==> config.mk <==
export PLATFORM = sky130hd
export DESIGN_NAME = if_id_stage
export DESIGN_NICKNAME = d
export VERILOG_FILES = /design/src/rtl/cpu_pkg.sv /design/src/rtl/instr_skid_buf.sv /design/src/rtl/if_id_stage.sv
export SDC_FILE = /design/constraint.sdc
export NUM_CORES = 1
export LEC_CHECK = 0
export ABC_CLOCK_PERIOD_IN_PS = 2100
export CORE_MARGIN = 2
export CORE_UTILIZATION = 43
export DETAILED_ROUTE_END_ITERATION = 12
export GPL_TIMING_DRIVEN = 0
export PLACE_DENSITY = 0.78
export SETUP_SLACK_MARGIN = 0.3
export SLEW_MARGIN = 20
export SYNTH_ARGS = -nofsm -noshare
export SYNTH_HDL_FRONTEND = slang
export SYNTH_HIERARCHICAL = 1
export SYNTH_SLANG_ARGS = --single-unit
==> constraint.sdc <==
create_clock -name clk -period 2.1 [get_ports clk]
set_input_delay 0.63 -clock clk [delete_from_list [all_inputs] [get_ports clk]]
set_output_delay 0.63 -clock clk [all_outputs]
set_load 0.03 [all_outputs]
==> src/rtl/cpu_pkg.sv <==
// Shared CPU definitions: opcodes, immediate-extender mode encodings and the
// opcode-to-extend-mode mapping used by the fetch/decode boundary.
package cpu_pkg;

    localparam logic [5:0] OP_RTYPE = 6'h00;
    localparam logic [5:0] OP_BEQ   = 6'h04;
    localparam logic [5:0] OP_BNE   = 6'h05;
    localparam logic [5:0] OP_ANDI  = 6'h0C;
    localparam logic [5:0] OP_ORI   = 6'h0D;
    localparam logic [5:0] OP_XORI  = 6'h0E;
    localparam logic [5:0] OP_LUI   = 6'h0F;

    localparam logic [1:0] EXT_ZERO   = 2'b11;
    localparam logic [1:0] EXT_BRANCH = 2'b01;
    localparam logic [1:0] EXT_SIGN   = 2'b00;

    localparam logic [31:0] NOP_INSTR = 32'h0;

    // Logical immediates and LUI zero-extend; branches need the shifted offset.
    function automatic logic [1:0] ext_sel_of(input logic [5:0] opcode);
        logic [1:0] sel;
        case (opcode)
            OP_ANDI, OP_ORI, OP_XORI, OP_LUI: sel = EXT_ZERO;
            OP_BEQ, OP_BNE:                   sel = EXT_BRANCH;
            default:                          sel = EXT_SIGN;
        endcase
        return sel;
    endfunction

endpackage

==> src/rtl/instr_skid_buf.sv <==
// Two-entry valid/ready FIFO with synchronous flush. in_ready is registered
// from the next-state occupancy; an empty FIFO presents all-zero data.
module instr_skid_buf #(
    parameter int W     = 64,
    parameter int DEPTH = 2
) (
    input  logic         clk,
    input  logic         rst_n,
    input  logic         flush,
    input  logic         in_valid,
    output logic         in_ready,
    input  logic [W-1:0] in_data,
    output logic         out_valid,
    input  logic         out_ready,
    output logic [W-1:0] out_data
);

    localparam logic [1:0] FULL_CNT = 2'(DEPTH);

    logic [W-1:0] r_mem [DEPTH];
    logic         r_wr_ptr;
    logic         r_rd_ptr;
    logic [1:0]   r_count;
    logic         r_in_ready;

    logic         w_push;
    logic         w_pop;
    logic [1:0]   w_next_count;

    assign out_valid = (r_count != 2'd0);
    assign in_ready  = r_in_ready;
    assign w_push    = in_valid && r_in_ready && !flush;
    assign w_pop     = out_valid && out_ready && !flush;
    assign out_data  = out_valid ? r_mem[r_rd_ptr] : '0;

    always_comb begin
        w_next_count = r_count;
        if (flush) begin
            w_next_count = 2'd0;
        end else begin
            case ({w_push, w_pop})
                2'b10:   w_next_count = r_count + 2'd1;
                2'b01:   w_next_count = r_count - 2'd1;
                default: w_next_count = r_count;
            endcase
        end
    end

    always_ff @(posedge clk or negedge rst_n) begin
        if (!rst_n) begin
            for (int i = 0; i < DEPTH; i++) begin
                r_mem[i] <= '0;
            end
            r_wr_ptr   <= 1'b0;
            r_rd_ptr   <= 1'b0;
            r_count    <= 2'd0;
            r_in_ready <= 1'b1;
        end else begin
            r_count    <= w_next_count;
            r_in_ready <= (w_next_count != FULL_CNT);
            if (flush) begin
                r_wr_ptr <= 1'b0;
                r_rd_ptr <= 1'b0;
            end else begin
                if (w_push) begin
                    r_mem[r_wr_ptr] <= in_data;
                    r_wr_ptr        <= ~r_wr_ptr;
                end
                if (w_pop) begin
                    r_rd_ptr <= ~r_rd_ptr;
                end
            end
        end
    end

endmodule

==> src/rtl/if_id_stage.sv <==
// IF/ID pipeline register: skid-buffered {pc, instr} with field split and
// extender mode select. Optional stall counter under IF_ID_STALL_CNT_EN.
module if_id_stage
    import cpu_pkg::*;
#(
    parameter int PC_W  = 32,
    parameter int DEPTH = 2
) (
    input  logic            clk,
    input  logic            rst_n,
    input  logic            in_valid,
    output logic            in_ready,
    input  logic [PC_W-1:0] in_pc,
    input  logic [31:0]     in_instr,
    input  logic            flush,
    output logic            out_valid,
    input  logic            out_ready,
    output logic [PC_W-1:0] out_pc,
    output logic [31:0]     out_instr,
    output logic [5:0]      out_opcode,
    output logic [4:0]      out_rs,
    output logic [4:0]      out_rt,
    output logic [4:0]      out_rd,
    output logic [4:0]      out_shamt,
    output logic [5:0]      out_funct,
    output logic [15:0]     out_imm16,
    output logic [1:0]      out_ext_sel
`ifdef IF_ID_STALL_CNT_EN
    ,
    output logic [15:0]     stall_cnt
`endif
);

    logic [PC_W+31:0] w_in_data;
    logic [PC_W+31:0] w_head;

    assign w_in_data = {in_pc, in_instr};

    instr_skid_buf #(
        .W     (PC_W + 32),
        .DEPTH (DEPTH)
    ) u_buf (
        .clk       (clk),
        .rst_n     (rst_n),
        .flush     (flush),
        .in_valid  (in_valid),
        .in_ready  (in_ready),
        .in_data   (w_in_data),
        .out_valid (out_valid),
        .out_ready (out_ready),
        .out_data  (w_head)
    );

    // An empty buffer yields zero data, so the fields decode to NOP_INSTR.
    assign out_pc      = w_head[PC_W+31:32];
    assign out_instr   = w_head[31:0];
    assign out_opcode  = out_instr[31:26];
    assign out_rs      = out_instr[25:21];
    assign out_rt      = out_instr[20:16];
    assign out_rd      = out_instr[15:11];
    assign out_shamt   = out_instr[10:6];
    assign out_funct   = out_instr[5:0];
    assign out_imm16   = out_instr[15:0];
    assign out_ext_sel = ext_sel_of(out_opcode);

`ifdef IF_ID_STALL_CNT_EN
    logic [15:0] r_stall_cnt;

    // Saturating; only reset clears it so stalls across a flush are kept.
    always_ff @(posedge clk or negedge rst_n) begin
        if (!rst_n) begin
            r_stall_cnt <= 16'h0;
        end else if (out_valid && !out_ready && (r_stall_cnt != 16'hFFFF)) begin
            r_stall_cnt <= r_stall_cnt + 16'h1;
        end
    end

    assign stall_cnt = r_stall_cnt;
`endif

endmodule

Word-level counts from Yosys, hierarchy flattened
Index checks and enable logic that the tools add are counted.
{ "word_totals": {"ff_bits": 133, "elab_cells": 51} }
{ "classes": {"addsub": 2, "eq_ne": 9, "bitwise_logic": 5, "n_lt_le_gt_ge": 3, "n_reduce_logical": 12, "n_mux": 14} }
{ "op_table": {"columns": ["operator", "n"], "rows": [
  ["two-way mux 64 bit", 5],
  ["bitwise mux 128 bit", 1],
  ["demux 64 bit (select 1 bit)", 1],
  ["equality test 6 x 4 -> 1 bit (second input constant)", 4],
  ["equality test 6 x 3 -> 1 bit (second input constant)", 2],
  ["one-hot mux 2 bit (2 select lines)", 2],
  ["nonzero test 2 bit", 3],
  ["logical AND 1 bit", 5],
  ["greater-or-equal comparator 2 bit (second input constant)", 2],
  ["two-way mux 1 bit", 4],
  ["inverter 1 -> 2 bit", 2],
  ["OR reduction 4 bit", 1],
  ["inverter 1 bit", 3],
  ["adder 2 x 1 -> 2 bit (second input constant)", 1],
  ["equality test 2 x 1 -> 1 bit (second input constant)", 1],
  ["equality test 2 bit (second input constant)", 1],
  ["< comparator 2 x 1 -> 1 bit (second input constant)", 1],
  ["two-way mux 2 bit", 1],
  ["inequality test 2 bit (second input constant)", 1],
  ["AND reduction 2 bit", 1],
  ["OR reduction 2 bit", 1],
  ["subtractor 2 x 1 -> 2 bit (second input constant)", 1],
  ["logical NOT 1 bit", 1]
]} }

Longest topological paths before layout
Gate-level depths: netlist (run 1).
{ "depth": {"ltp_word": 8, "mapped_depth": 6, "ltp_nobuf": 6} }

Cells and area by module
The synthesis (run 1) kept the hierarchy.
{ "by_module_without_submodules": {"columns": ["mod", "cells_per_inst", "instances", "area_per_inst_um2"], "rows": [
  ["instr_skid_buf", 439, 1, 5997.0],
  ["if_id_stage", 51, 1, 394.1]
]} }

Worst setup path after synthesis (run 1)
Ideal clock, no wire load.
{ "synth_path": {"path_type": "flip-flop to output port", "startpoint": "register u_buf.r_rd_ptr", "endpoint": "output port out_ext_sel[0]", "setup_slack_ns": -0.683, "path_stages_with_launch": 7, "t_required_ns": 1.470, "t_arrival_ns": 2.153, "path_buffers": 2, "cell_sequence": "dfrtp_1 > buf_2 > buf_2 > mux2i_1 > nor2_1 > nor2b_1 > nor4b_2"} }
{ "synth_via": {"elab_chain_cells": 8} }
{ "synth_lines": {"columns": ["element", "line_no", "rtl"], "rows": [
  ["start, declared", "instr_skid_buf.sv:22", "logic r_rd_ptr;"],
  ["start signal, assigned", "instr_skid_buf.sv:70", "r_rd_ptr <= ~r_rd_ptr;"],
  ["inverter 1 -> 2 bit (not written as such) (*)", "instr_skid_buf.sv:34", "assign out_data = out_valid ? r_mem[r_rd_ptr] : '0;"],
  ["two-way mux 64 bit (not written as such) (*) (3 in a row)", "instr_skid_buf.sv:34", null],
  ["two-way mux 64 bit (*)", "instr_skid_buf.sv:34", null],
  ["net out_instr[29]", "if_id_stage.sv:19", "output logic [31:0] out_instr,"],
  ["equality test 6 x 4 -> 1 bit or equality test 6 x 3 -> 1 bit (tied branches)", "cpu_pkg.sv:22", "case (opcode)"],
  ["OR reduction 4 bit or OR reduction 2 bit (tied branches)", "cpu_pkg.sv:22", null],
  ["one-hot mux 2 bit (2 select lines) (*)", "cpu_pkg.sv:22", null],
  ["end, declared", "if_id_stage.sv:27", "output logic [1:0] out_ext_sel"]
]} }
Mark *: on every way through the listed nets, which the timed path passes. The rest lies on a longest branch. The select of a mux whose other input is x is not followed.

Worst setup path after layout (run 1)
{ "layout_path": {"startpoint": "register u_buf.r_count[1]", "endpoint": "output port out_ext_sel[0]"} }
{ "layout_via": {"elab_chain_cells": 5} }
{ "layout_lines": {"columns": ["element", "line_no", "rtl"], "rows": [
  ["start, declared", "instr_skid_buf.sv:23", "logic [1:0] r_count;"],
  ["start signal, assigned", "instr_skid_buf.sv:59", "r_count <= w_next_count;"],
  ["nonzero test 2 bit (*)", "instr_skid_buf.sv:30", "assign out_valid = (r_count != 2'd0);"],
  ["two-way mux 64 bit (*)", "instr_skid_buf.sv:34", null],
  ["equality test 6 x 4 -> 1 bit or equality test 6 x 3 -> 1 bit (tied branches)", "cpu_pkg.sv:22", null],
  ["OR reduction 4 bit or OR reduction 2 bit (tied branches)", "cpu_pkg.sv:22", null],
  ["one-hot mux 2 bit (2 select lines) (*)", "cpu_pkg.sv:22", null]
]} }
Mark *: on every way between the ends. The rest lies on a longest branch, timed or not.

==> flow_metrics.env, run 1 <==
export IMPL_status="finished with violations"
export IMPL_violations="setup timing"
export IMPL_clockBufferDepth=2
export IMPL_antenna_found_initial=0
export IMPL_num_rows=44
export IMPL_maxCapViolCount=0
export IMPL_num_fill_cells=894
export IMPL_cp_data_arrival_time_ns=1.90
export IMPL_finClkSkew_ns=0.00747
export IMPL_syn_mean_instance_area_sq_um=13.0
export IMPL_crit_required_ns=1.47
export IMPL_synth_area_top_cells="dfrtp_1, mux2_1, mux2i_1"
export IMPL_holdWs_ns=0.145
export IMPL_fp_dieW_microns=126
export IMPL_hold_viol=0
export IMPL_wirelength_microns=16500
export IMPL_nets=818
export IMPL_yosysTopAreaCellShare_pct=51.7
export IMPL_critPathLaunchType="flop"
export IMPL_critPathKind="reg2out"
export IMPL_slew_headroom_pct=65.5
export IMPL_leakagePower_nw=4.63
export IMPL_grt_max_degree=68
export IMPL_cts_tree="done"
export IMPL_io_buffers=184
export IMPL_cp_top_family="simple AND/OR/NAND/NOR gates"
export IMPL_final_common_cell="dfrtp_1"
export IMPL_cp_num_buf_inv=3
export IMPL_rsz0062_at_grt="yes"
export IMPL_final_antenna_net_count=0
export IMPL_setup_viol=115
export IMPL_clk_pin_slew_ns=0.06
export IMPL_cts_sinks=133
export IMPL_hold_path_class="in2async"
export IMPL_grt_util_all_layers_pct=19.3
export IMPL_dieArea_sq_um=15900
export IMPL_numCtsBuffers=17
export IMPL_synthCells=490
export IMPL_grt_ovfl_total=0
export IMPL_final_cell_mix="dfrtp_1, buf_6, buf_4, mux2_1, clkdlybuf4s50_1"
export IMPL_ys_seq_area_share_pct=52.1
export IMPL_drive_above_1_share_pct=58.0
export IMPL_coreArea_sq_um=14500
export IMPL_fmax_ghz=0.395
export IMPL_fin_crit_ns=2.53
export IMPL_crit_path_max_fanout=10
export IMPL_wl_per_cell_microns=17.5
export IMPL_initial_core_util_pct=44.0
export IMPL_ys_ff_latch=133
export IMPL_dp_slack_ns=-0.775
export IMPL_grt_pass1_wl_microns=24300
export IMPL_dp_hpwl_microns=10200
export IMPL_drc=0
export IMPL_syn_area_sq_um=6390
export IMPL_io_pins=185
export IMPL_htreeDepth=4
export IMPL_ys_types=28
export IMPL_root_buffer="clkbuf_16"
export IMPL_antennaDiodeCount=0
export IMPL_tightest_slew_ns=0.518
export IMPL_drtPass1Iterations=4
export IMPL_crit_slowest_cell="dfrtp_2"
export IMPL_drt_iter0_drc=160
export IMPL_grt_pass1_vias=4846
export IMPL_synth_nets=560
export IMPL_worst_slack_ns=-0.431
export IMPL_endpoint_kind="output pin"
export IMPL_viasPerCell=4.93
export IMPL_maxSlewViolCount=0
export IMPL_clock_latency_ns=0.42
export IMPL_syn_to_final_growth_pct=67.3
export IMPL_ir_drop_uv=685
export IMPL_fin_crit_sh_pct=121
export IMPL_crit_path_max_incr_delay_ns=0.43
export IMPL_vias=4659
export IMPL_globalplace_congestion=0.717
export IMPL_power_density_nw_per_um2=1030
export IMPL_yosys_area_top_type="dfrtp_1"
export IMPL_crit_chain="nor2_4 -> buf_8 -> buf_12 -> nor2_2 -> nor2b_4 -> nor4b_4 -> buf_6"
export IMPL_yosysWarnings=6
export IMPL_die_h_microns=126
==> timing repair <==
item,CTS,global route
setup endpoints to repair,238,242
setup buffers,11,36
gates cloned,2,5
hold buffers,0,0
hold endpoints to repair,0,0
resized for setup,511,376
pin swaps,5,24
==> final timing paths <==
kind | end | cells past startpoint | from | slack (ns)
max | out_ext_sel[0] | 7 | u_buf/r_count[1]$_DFF_PN0_ | -0.43
min | u_buf/r_mem[27]$_DFFE_PN0P_ | 1 | rst_n | 0.14
max reg2reg | u_buf/r_count[1]$_DFF_PN0_ | 7 | u_buf/r_count[1]$_DFF_PN0_ | 0.27
min reg2reg | u_buf/r_mem[107]$_DFFE_PN0P_ | 1 | u_buf/r_mem[107]$_DFFE_PN0P_ | 0.48
max in group asynchronous | u_buf/in_ready$_DFF_PN1_ | 2 | rst_n | 1.21
min in group clk | u_buf/r_mem[107]$_DFFE_PN0P_ | 1 | u_buf/r_mem[107]$_DFFE_PN0P_ | 0.48
==> layout make-up <==
cell class              count  area, sq um  area share [%]
well taps                 184          230            2.15
clock inverters            10          105           0.983
inverters                   1         6.26          0.0585
flip-flops and latches    133         3330            31.2
clock buffers              22          464            4.34
repair buffers            239         2580            24.1
multi-input cells         281         3180            29.8
plain buffers              75          792            7.41
==> cell usage after synthesis, drive strengths merged <==
cell type / n
xnor2: 2
or3: 1
mux2: 128
clkbuf: 1
xor2: 2
a21oi: 1
dfstp: 1
nor3: 1
or2: 1
inv: 1
nor2b: 3
nand4b: 1
o21ai: 2
nand2: 1
and4bb: 1
mux2i: 64
nor4b: 1
ha: 1
a22oi: 1
buf: 74
nor2: 69
nand3b: 1
dfrtp: 132
==> through the flow <==
step | TNS (ns) | instance area, sq um | total power, mW | util, % | cells
2_1_floorplan | -0.740 | 6640 | 5.89 | - | 490
3_3_place_gp | -683.82 | 8710 | 6.93 | 59.9 | 858
3_5_place_dp | -87.03 | 8740 | 7.08 | 60.1 | 859
4_1_cts | -34.13 | 9520 | 10.1 | 65.5 | 904
5_1_grt | -39.07 | 10700 | 11.5 | 73.6 | 945
6_report | -32.74 | 10700 | 11.0 | 73.6 | 945
==> report_power, final <==
group | internal [mW] | switching (mW) | total, mW
registers | 3.33 | 0.557 | 3.89
clock network | 1.79 | 1.06 | 2.85
logic | 2.27 | 1.97 | 4.24
==> state kept, by name (all words and copies together), names as in the netlist <==
signal / flops
u_buf/in_ready: 1
u_buf/r_count: 2
u_buf/r_wr_ptr: 1
u_buf/r_mem: 128
u_buf/r_rd_ptr: 1
==> cell families (layout without fill, tap and decap cells) <==
logic type      after synthesis  count (layout)  synth area share (%)
compound gates                4               4                 0.352
xor+xnor                      4               4                 0.548
fa+ha+maj                     1               1                 0.196
buf+inv                      76             347                  8.56
flops                       133             133                  52.1
mux                         192             192                  32.6
simple gates                 80              80                  5.68
==> layer usage <==
layer	GRT usage, %	share of wire, %	routed length [microns]
met5	0	0	0
met4	6.46	2.0	327
met3	5.78	5.6	930
met2	32.8	51	8400
met1	23.5	41	6840
No activity file was read; power rests on OpenSTA's default activity.
==> run 2, diff against run 1 <==
--- a/config.mk
+++ b/config.mk
@@ -6,7 +6,7 @@
 export NUM_CORES = 1
 export LEC_CHECK = 0
 export ABC_CLOCK_PERIOD_IN_PS = 2100
-export CORE_MARGIN = 2
+export CORE_MARGIN = 1.5
 export CORE_UTILIZATION = 43
 export DETAILED_ROUTE_END_ITERATION = 12
 export GPL_TIMING_DRIVEN = 0
==> constraint.sdc (replaced) <==
create_clock -name clk -period 2.1 [get_ports clk]
set_input_delay 0.21 -clock clk [delete_from_list [all_inputs] [get_ports clk]]
set_output_delay 0.21 -clock clk [all_outputs]
set_load 0.03 [all_outputs]
==> flow_metrics.env, run 2 (same netlist as run 1, synthesis figures left out) <==
export IMPL_grt_pass1_wl_microns=24400
export IMPL_status="finished with violations"
export IMPL_coreArea_sq_um=14500
export IMPL_endpoint_kind="output pin"
export IMPL_num_fill_cells=1017
export IMPL_rrSetupSlack_ns=0.32
export IMPL_r2r_end="u_buf/r_count[1]$_DFF_PN0_"
export IMPL_fp_dieW_microns=125
export IMPL_fin_cells=951
export IMPL_violations="setup timing"
export IMPL_finClkSkew_ns=0.00539
export IMPL_drc=0
export IMPL_syn_to_final_growth_pct=60.9
export IMPL_p_switching_mw=3.31
export IMPL_reg2reg_depth=8
export IMPL_cp_data_arrival_time_ns=1.95
export IMPL_io_buffers=184
export IMPL_holdWs_ns=0.325
export IMPL_final_util_pct=70.7
export IMPL_viasPerCell=4.92
export IMPL_drtPass1Iterations=4
export IMPL_power_density_nw_per_um2=1010
export IMPL_dieArea_sq_um=15600
export IMPL_leakagePower_nw=4.56
export IMPL_hold_path_class="in2async"
export IMPL_drt_iter0_drc=147
export IMPL_multi_input_area_sq_um=2860
export IMPL_io_pins=185
export IMPL_final_common_cell="dfrtp_1"
export IMPL_regMostFlops="u_buf/r_mem"
export IMPL_largest_reg_flops=128
export IMPL_root_buffer="clkbuf_16"
export IMPL_crit_path_max_fanout=6
export IMPL_rsz0062_at_grt="yes"
export IMPL_wirelength_microns=16500
export IMPL_antenna_found_initial=0
export IMPL_setup_viol=5
export IMPL_dp_hpwl_microns=10100
export IMPL_final_antenna_net_count=0
export IMPL_grt_ovfl_total=0
export IMPL_clockBufferDepth=2
export IMPL_wl_per_cell_microns=17.3
export IMPL_maxSlewViolCount=0
export IMPL_seq_area_sq_um=3330
export IMPL_hold_viol=0
export IMPL_drive_above_1_share_pct=51.5
export IMPL_num_rows=44
export IMPL_intPower_mw=7.09
export IMPL_grt_max_degree=69
export IMPL_clock_latency_ns=0.41
export IMPL_tightest_slew_ns=0.527
export IMPL_numCtsBuffers=17
export IMPL_tns_ns=-0.136
export IMPL_power_frac_comb_pct=37.7
export IMPL_critPathLaunchType="flop"
export IMPL_worst_slack_ns=-0.0559
export IMPL_top_regs="u_buf/r_mem x128, u_buf/r_count x2"
export IMPL_globalplace_congestion=0.744
export IMPL_seqPwrFrac_pct=36.7
export IMPL_grt_util_all_layers_pct=19.6
export IMPL_fin_crit_sh_pct=103
export IMPL_cts_tree="done"
export IMPL_initial_core_util_pct=44.0
export IMPL_grt_pass1_vias=4804
export IMPL_fmax_ghz=0.464
export IMPL_clock_power_share_pct=25.6
export IMPL_final_cell_mix="dfrtp_1, buf_6, buf_4, mux2_1, clkdlybuf4s50_1"
export IMPL_fin_crit_ns=2.16
export IMPL_die_h_microns=125
export IMPL_cts_sinks=133
export IMPL_cp_endpoint="out_rt[3]"
export IMPL_switching_share_pct=31.8
export IMPL_critPathKind="reg2out"
export IMPL_crit_required_ns=1.89
export IMPL_maxCapViolCount=0
export IMPL_vias=4680
export IMPL_clk_pin_slew_ns=0.05
export IMPL_nets=827
export IMPL_reg2reg_from="u_buf/r_count[1]$_DFF_PN0_"
export IMPL_post_place_cells=859
export IMPL_htreeDepth=4
export IMPL_crit_start="u_buf/r_rd_ptr$_DFFE_PN0P_"
export IMPL_antennaDiodeCount=0
export IMPL_slew_headroom_pct=64.9
export IMPL_ir_drop_uv=789
[run 2: per-layer routing]
metal  vias to the layer above  share of wire [%]  global-route usage, %
met2                       131                 53                   33.9
met4                         0                1.9                   7.35
li1                       2170                  -                      -
met5                         -                  0                      0
met3                        23                4.5                   4.77
met1                      2356                 41                   23.7
[run 2: how the worst min path moves through the flow]
stage	startpoint	end	slack, ns	cells after the start
floorplan	rst_n	u_buf/r_count[0]$_DFF_PN0_	-0.09	0
detailed placement	rst_n	u_buf/r_mem[120]$_DFFE_PN0P_	0.20	1
global route	rst_n	u_buf/r_mem[120]$_DFFE_PN0P_	0.37	2
global placement	u_buf/r_mem[100]$_DFFE_PN0P_	u_buf/r_mem[100]$_DFFE_PN0P_	0.47	1
CTS	rst_n	u_buf/r_mem[120]$_DFFE_PN0P_	0.34	2
finish	rst_n	u_buf/r_mem[120]$_DFFE_PN0P_	0.32	2
[run 2: through the flow]
stage                     setup WS (ns)  instance area, sq um  total power [mW]
after floorplan                   0.277                  6450              5.73
after global placement            -4.15                  8520              6.76
after detailed placement         -0.324                  8550              6.93
after CTS                       -0.0320                  9250              9.74
after global routing             -0.128                 10300              10.9
final                           -0.0559                 10300              10.4
[run 2: power by group through the flow]
stage,combinational [mW],clock [mW],sequential [mW]
final,3.92,2.66,3.82
after global routing,4.15,2.84,3.91
after CTS,3.29,2.72,3.73
after detailed placement,3.16,0,3.76
after global placement,3.07,0,3.69
after floorplan,2.09,0,3.63
[run 2: worst max-delay path, cell delays in order, from the launching register on]
cell and delay (ns):
dfrtp_1 0.43, buf_8 0.17, buf_4 0.14, clkbuf_16 0.15, buf_4 0.14, mux2i_4 0.18
nor2_4 0.11, buf_6 0.10, buf_6 0.11
[run 2: cell type report]
class,count,area share (%)
buffer,75,7.52
clock buffer,23,4.55
clock inverter,6,0.535
inverter,1,0.0365
multi-input combinational,281,27.8
sequential,133,32.4
tap,184,2.24
timing repair buffer,248,24.9
[run 2: timing repair]
action	CTS	global route
hold buffers	1	0
hold endpoints to repair	66	0
endpoints found under the setup margin	117	117
gates cloned	3	5
setup buffers	14	40
pin swaps	22	44
gates resized for setup	694	229
==> run 3, diff against run 2 <==
--- a/config.mk
+++ b/config.mk
@@ -6,6 +6,7 @@
 export NUM_CORES = 1
 export LEC_CHECK = 0
 export ABC_CLOCK_PERIOD_IN_PS = 2100
+export CAP_MARGIN = 20
 export CORE_MARGIN = 1.5
 export CORE_UTILIZATION = 43
 export DETAILED_ROUTE_END_ITERATION = 12
==> results of run 3 <==
Same layout as run 2: the final DEF is identical, and so are final timing and power.
